File: src/rtl/switch_gate_pkg.sv
// Shared types and helpers for the debounced multi-switch logic gate.
// The mode encoding is fixed because it is displayed directly on the mode LEDs.
package switch_gate_pkg;

    localparam int MAX_SWITCHES = 8;

    typedef enum logic [1:0] {
        MODE_AND  = 2'd0,
        MODE_OR   = 2'd1,
        MODE_XOR  = 2'd2,
        MODE_NAND = 2'd3
    } gate_mode_t;

    // Only the low 'num' bits of ops take part in the reduction.
    function automatic logic gate_reduce(input gate_mode_t mode,
                                         input logic [MAX_SWITCHES-1:0] ops,
                                         input int num = MAX_SWITCHES);
        logic all_one;
        logic any_one;
        logic parity;
        logic result;
        all_one = 1'b1;
        any_one = 1'b0;
        parity  = 1'b0;
        for (int i = 0; i < MAX_SWITCHES; i++) begin
            if (i < num) begin
                all_one = all_one & ops[i];
                any_one = any_one | ops[i];
                parity  = parity ^ ops[i];
            end
        end
        case (mode)
            MODE_AND:  result = all_one;
            MODE_OR:   result = any_one;
            MODE_XOR:  result = parity;
            MODE_NAND: result = ~all_one;
            default:   result = 1'b0;
        endcase
        return result;
    endfunction

endpackage

File: src/rtl/debounce_filter.sv
// One debounce channel: 2-FF synchroniser followed by a stable-count filter.
// The state only flips after DEBOUNCE_LIMIT consecutive clocks of disagreement.
module debounce_filter #(
    parameter int DEBOUNCE_LIMIT = 250000
) (
    input  logic i_Clk,
    input  logic i_Rst_n,
    input  logic i_Raw,
    output logic o_State
);

    localparam int                CNT_W   = $clog2(DEBOUNCE_LIMIT);
    localparam logic [CNT_W-1:0]  CNT_MAX = CNT_W'(DEBOUNCE_LIMIT - 1);

    logic [1:0]       sync_q, sync_d;
    logic [CNT_W-1:0] cnt_q, cnt_d;
    logic             state_q, state_d;
    logic             sync;

    assign sync = sync_q[1];

    // NOTE: every signal assigned here gets a default first, so no latch is inferred.
    always_comb begin
        sync_d  = {sync_q[0], i_Raw};
        cnt_d   = cnt_q;
        state_d = state_q;
        if (sync == state_q) begin
            cnt_d = '0;
        end else if (cnt_q == CNT_MAX) begin
            state_d = sync;
            cnt_d   = '0;
        end else begin
            cnt_d = cnt_q + CNT_W'(1);
        end
    end

    // NOTE: sequential state uses non-blocking assignments only.
    always_ff @(posedge i_Clk or negedge i_Rst_n) begin
        if (!i_Rst_n) begin
            sync_q  <= '0;
            cnt_q   <= '0;
            state_q <= 1'b0;
        end else begin
            sync_q  <= sync_d;
            cnt_q   <= cnt_d;
            state_q <= state_d;
        end
    end

    assign o_State = state_q;

endmodule

File: src/rtl/switch_gate_debounced.sv
// Debounced N-input gate with a button-selected operation (AND/OR/XOR/NAND).
// Channel NUM_SWITCHES is the mode button; its debounced rising edge advances the mode.
module switch_gate_debounced
    import switch_gate_pkg::*;
#(
    parameter int NUM_SWITCHES   = 4,
    parameter int DEBOUNCE_LIMIT = 250000
) (
    input  logic                    i_Clk,
    input  logic                    i_Rst_n,
    input  logic [NUM_SWITCHES-1:0] i_Switch,
    input  logic                    i_Mode_Switch,
    output logic                    o_LED_1,
    output logic [1:0]              o_Mode_LED
);

    logic [NUM_SWITCHES:0]   raw;
    logic [NUM_SWITCHES:0]   clean;
    logic [MAX_SWITCHES-1:0] ops_ext;
    logic                    mode_state;

    assign raw = {i_Mode_Switch, i_Switch};

    for (genvar g = 0; g <= NUM_SWITCHES; g++) begin : g_db
        debounce_filter #(
            .DEBOUNCE_LIMIT (DEBOUNCE_LIMIT)
        ) u_db (
            .i_Clk   (i_Clk),
            .i_Rst_n (i_Rst_n),
            .i_Raw   (raw[g]),
            .o_State (clean[g])
        );
    end

    assign ops_ext    = MAX_SWITCHES'(clean[NUM_SWITCHES-1:0]);
    assign mode_state = clean[NUM_SWITCHES];

    gate_mode_t mode_q, mode_d;
    logic       mode_prev_q, mode_prev_d;
    logic       led_q, led_d;

    // The result register uses the pre-advance mode, so a coincident mode
    // advance reaches the LED one clock after the operand change.
    always_comb begin
        mode_prev_d = mode_state;
        mode_d      = mode_q;
        if (mode_state && !mode_prev_q) begin
            mode_d = gate_mode_t'(mode_q + 2'd1);
        end
        led_d = gate_reduce(mode_q, ops_ext, NUM_SWITCHES);
    end

    always_ff @(posedge i_Clk or negedge i_Rst_n) begin
        if (!i_Rst_n) begin
            mode_q      <= MODE_AND;
            mode_prev_q <= 1'b0;
            led_q       <= 1'b0;
        end else begin
            mode_q      <= mode_d;
            mode_prev_q <= mode_prev_d;
            led_q       <= led_d;
        end
    end

    assign o_LED_1    = led_q;
    assign o_Mode_LED = mode_q;

endmodule
File: config.mk
export PLATFORM = sky130hd
export DESIGN_NAME = switch_gate_debounced
export DESIGN_NICKNAME = d
export VERILOG_FILES = /design/src/rtl/switch_gate_pkg.sv /design/src/rtl/debounce_filter.sv /design/src/rtl/switch_gate_debounced.sv
export SDC_FILE = /design/constraint.sdc
export NUM_CORES = 1
export LEC_CHECK = 0
export ABC_CLOCK_PERIOD_IN_PS = 2800
export CORE_UTILIZATION = 40
export DETAILED_ROUTE_END_ITERATION = 12
export GPL_TIMING_DRIVEN = 0
export SYNTH_ARGS = -nofsm -noshare
export SYNTH_HDL_FRONTEND = slang
export SYNTH_SLANG_ARGS = --single-unit
File: constraint.sdc
create_clock -name i_Clk -period 2.8 [get_ports i_Clk]
set_input_delay 0.42 -clock i_Clk [delete_from_list [all_inputs] [get_ports i_Clk]]
set_output_delay 0.42 -clock i_Clk [all_outputs]
set_load 0.01 [all_outputs]
==> implementation parameters <==
Parameter                              Value

Layout
  Total area of sequential cells ... 2730 sq um
  Fraction of layout cells with a size suffix above 1 ... 5.85%
  Commonest non-fill, non-tap cells in the layout ... dfrtp_1 (109), nor2_1 (91), xnor2_1 (47)
  Most frequent standard cell in the layout excluding fill and tap cells ... dfrtp_1
  Area of combinational cells with multiple inputs ... 2380 sq um
  Final standard cell count with taps included and fillers excluded ... 719
  Area growth syn-to-layout ... 13.4%
  Antenna cells ... 0
  FILL cells ... 1246
  Nets ... 560

Power
  VDD IR max ... 405 uV
  Ratio of total power to cell area ... 552 nW/um^2
  Sequential Power Share ... 49.2%
  Switching power total ... 0.667 mW
  LEAKAGE ... 2.43 nW
  Switching Share ... 20.3%
  Clock group share of total power ... 47.6%
  Internal power consumption ... 2.62 mW
  Logic gate share of total power ... 3.2%

Place
  Routability congestion estimate from global placement ... 0.778
  Number of input and output port buffers inserted ... 9
  Post-placement cell count ... 703
  HPWL after detailed placement ... 6570 um
  Pre-CTS worst setup slack ... 0.466 ns

Routing
  Drt wl/cell ... 13.5 um
  1st-iter DRT viols ... 102
  Via Count ... 3754
  DRC errors left ... 0
  Final wirelength ... 9700 um
  Number of iterations in the first detailed-routing pass ... 4
  Residual antenna-violating net count after detailed routing ... 0
  Vias per cell ... 5.22

Synth
  Avg Synthesized Cell Area ... 10.1 sq um
  Syn nets ... 539
  Yosys warns ... 0
  Seq cells post-synth ... 109
  Synth unique cells ... 37
  Synthesized instance count ... 521
  Post-Syn Area ... 5250 sq um
  Fraction of the yosys area taken by sequential cells ... 51.9%

STA
  Final count of negative-setup-slack endpoints ... 0
  Transition time at the pin with the least slew margin ... 0.706 ns
  Final clock skew ... 0.00649 ns
  Sum Neg Setup Slack ... 0 ns
  Final Slew Violations ... 0
  Max Clock Freq ... 398 MHz
  Final hold viol count ... 0
  Final critical-path share of the clock period ... 89.8%
  Min Tclk post-route ... 2.51 ns
  Slew headroom ... 52.6%
  Final critical-path setup slack ... 0.286 ns
  RSZ-0062 raised after global routing ... no

Die
  Number of ports placed on the die boundary ... 10
  Floorplan Core Area ... 12700 sq um
  Initial standard-cell utilization of the core ... 41.3%
  Die area ... 13600 sq um
  Number of placement rows ... 41
  Die Y ... 117 um
  Die X ... 117 um

Worst setup path
  CP cell instances ... clkbuf_1 -> nor4b_1 -> nand4_1 -> o21ai_1 -> clkbuf_1 -> nor2_1
  Worst setup path category ... flop to flop
  Total buffers and inverters traversed by the critical path ... 2
  Cell with the biggest individual delay on the critical path ... o21ai_1
  Kind of end point of the critical path ... flop
  CP max FO ... 10
  Most prevalent standard cell on the critical path ... clkbuf_1
  Largest delay share family, worst path ... simple AND/OR/NAND/NOR gates
  Critical path launch point type ... flop
  CP required ... 3.02 ns
  Worst path max stage delay ... 0.60 ns
  Data arrival time of the critical path ... 2.73 ns

Global routing
  Total global routing track utilization ... 15.9%
  Maximum number of pins on one net before global-route repair ... 57
  First-pass GRT wire length ... 16800 um
  Vias in the first global route ... 3671
  Initial antenna violation count ... 0
  Remaining global-route overflow ... 0

Clock tree
  Number of buffers created by CTS ... 9
  TritonCTS sink count ... 109
  Clock Tree Root ... clkbuf_16
  Skew-Pair Late Insertion Delay ... 0.35 ns
  TritonCTS clock tree ... built
  Buffer depth of the longest clock path ... 2
  Post-CTS Hold Buffers ... 0
  Clock-pin transition on the worst setup and hold timing paths ... 0.07 ns
  Depth of the CTS H-tree ... 3
  Number of post-CTS setup repair buffers ... 0
  Post-CTS Resized ... 0

Outcome
  Status ... finished, final reports clean

Run
  Number of max-cap violations ... 0

Worst hold path
  Type of the tightest min-delay check ... input port to async pin
[power groups by stage]
stage / combinational, mW / clock, mW / sequential, mW
final: 0.105 / 1.57 / 1.62
after global routing: 0.122 / 1.66 / 1.62
after CTS: 0.110 / 1.61 / 1.62
after detailed placement: 0.109 / 0 / 1.65
after global placement: 0.102 / 0 / 1.65
after floorplan: 0.0506 / 0 / 1.64
[cell usage after synthesis]
library cell	n	area (sq um)
buf_6	1	11.3
nand3_1	29	145
inv_1	20	75.1
nor3_1	11	55.1
o21ai_0	9	45.0
o211ai_1	1	7.51
xor2_1	28	245
o31ai_1	4	30.0
o22ai_1	1	6.26
o41ai_4	1	27.5
or4_4	1	11.3
buf_2	1	5.00
nand2b_1	2	12.5
or3_1	10	62.6
or4b_1	2	20.0
o21ai_4	1	16.3
nor2_1	91	342
o21ai_1	2	10.0
o31a_1	1	8.76
a41o_1	1	10.0
xnor2_1	47	412
ha_1	11	138
and3_1	6	37.5
nor4b_1	2	17.5
and4_1	12	105
nor4_1	16	100
dfrtp_1	109	2730
nand3b_1	1	7.51
nand4_1	34	213
nand2_1	19	71.3
or4_1	5	37.5
a21oi_1	13	65.1
nor2b_1	1	6.26
mux2_2	6	67.6
clkbuf_1	15	56.3
and2_1	4	25.0
or2_2	3	18.8
[metrics by stage]
step / area [sq um] / util (%) / power [mW] / hold WS [ns]
finish: 5950 / 46.8 / 3.29 / 0.107
global route: 5950 / 46.8 / 3.40 / 0.173
CTS: 5950 / 46.8 / 3.33 / 0.139
detailed placement: 5580 / 43.9 / 1.76 / 0.341
global placement: 5560 / 43.7 / 1.75 / 0.334
floorplan: 5250 / - / 1.70 / 0.124
[kinds of logic after synthesis]
kind of cell / Yosys count / synth area share (%)
simple gates: 249 / 24.5
flops: 109 / 51.9
xor+xnor: 75 / 12.5
buf+inv: 37 / 2.81
compound gates: 34 / 4.31
fa+ha+maj: 11 / 2.62
mux: 6 / 1.29
[area by class of cell]
class,instances,share of cell area [%]
Sequential cell,109,45.8
Multi-Input combinational cell,375,39.9
Clock buffer,10,4.01
Tap cell,172,3.61
Clock inverter,6,2.25
Timing Repair Buffer,10,1.93
Inverter,20,1.26
Buffer,17,1.22
[registers in the layout (all words and copies together) (netlist names)]
name,flops
g_db.u_db.sync_q,10
g_db.u_db.cnt_q,90
g_db.u_db.o_State,5
o_Mode_LED,2
o_LED_1,1
mode_prev_q,1
[path summary, 6_finish.rpt]
kind                                                        from                                to  slack (ns)  cells after the start
worst max register to register   g_db[2].u_db.cnt_q[4]$_DFF_PN0_   g_db[2].u_db.cnt_q[8]$_DFF_PN0_        0.29                      6
worst max-delay path             g_db[2].u_db.cnt_q[4]$_DFF_PN0_   g_db[2].u_db.cnt_q[8]$_DFF_PN0_        0.29                      6
worst min-delay path                                     i_Rst_n   g_db[2].u_db.cnt_q[6]$_DFF_PN0_        0.11                      1
min in group i_Clk              g_db[4].u_db.sync_q[0]$_DFF_PN0_  g_db[4].u_db.sync_q[1]$_DFF_PN0_        0.35                      0
worst min register to register  g_db[4].u_db.sync_q[0]$_DFF_PN0_  g_db[4].u_db.sync_q[1]$_DFF_PN0_        0.35                      0
max in group asynchronous                                i_Rst_n   g_db[1].u_db.cnt_q[1]$_DFF_PN0_        1.99                      2
[worst register-to-register path, stage by stage, from the launching register on]
cell and delay (ns):
dfrtp_1 0.36, clkbuf_1 0.21, nor4b_1 0.43, nand4_1 0.21
o21ai_1 0.60, clkbuf_1 0.45, nor2_1 0.12
[per-layer routing]
layer / vias up / wire length (um) / GRT usage, %
li1: 1852 / - / -
met1: 1847 / 4790 / 20.6
met2: 36 / 4470 / 25.6
met3: 19 / 218 / 3.11
met4: 0 / 213 / 7.68
met5: - / 0 / 0
Power figures use the tool's default switching activity.
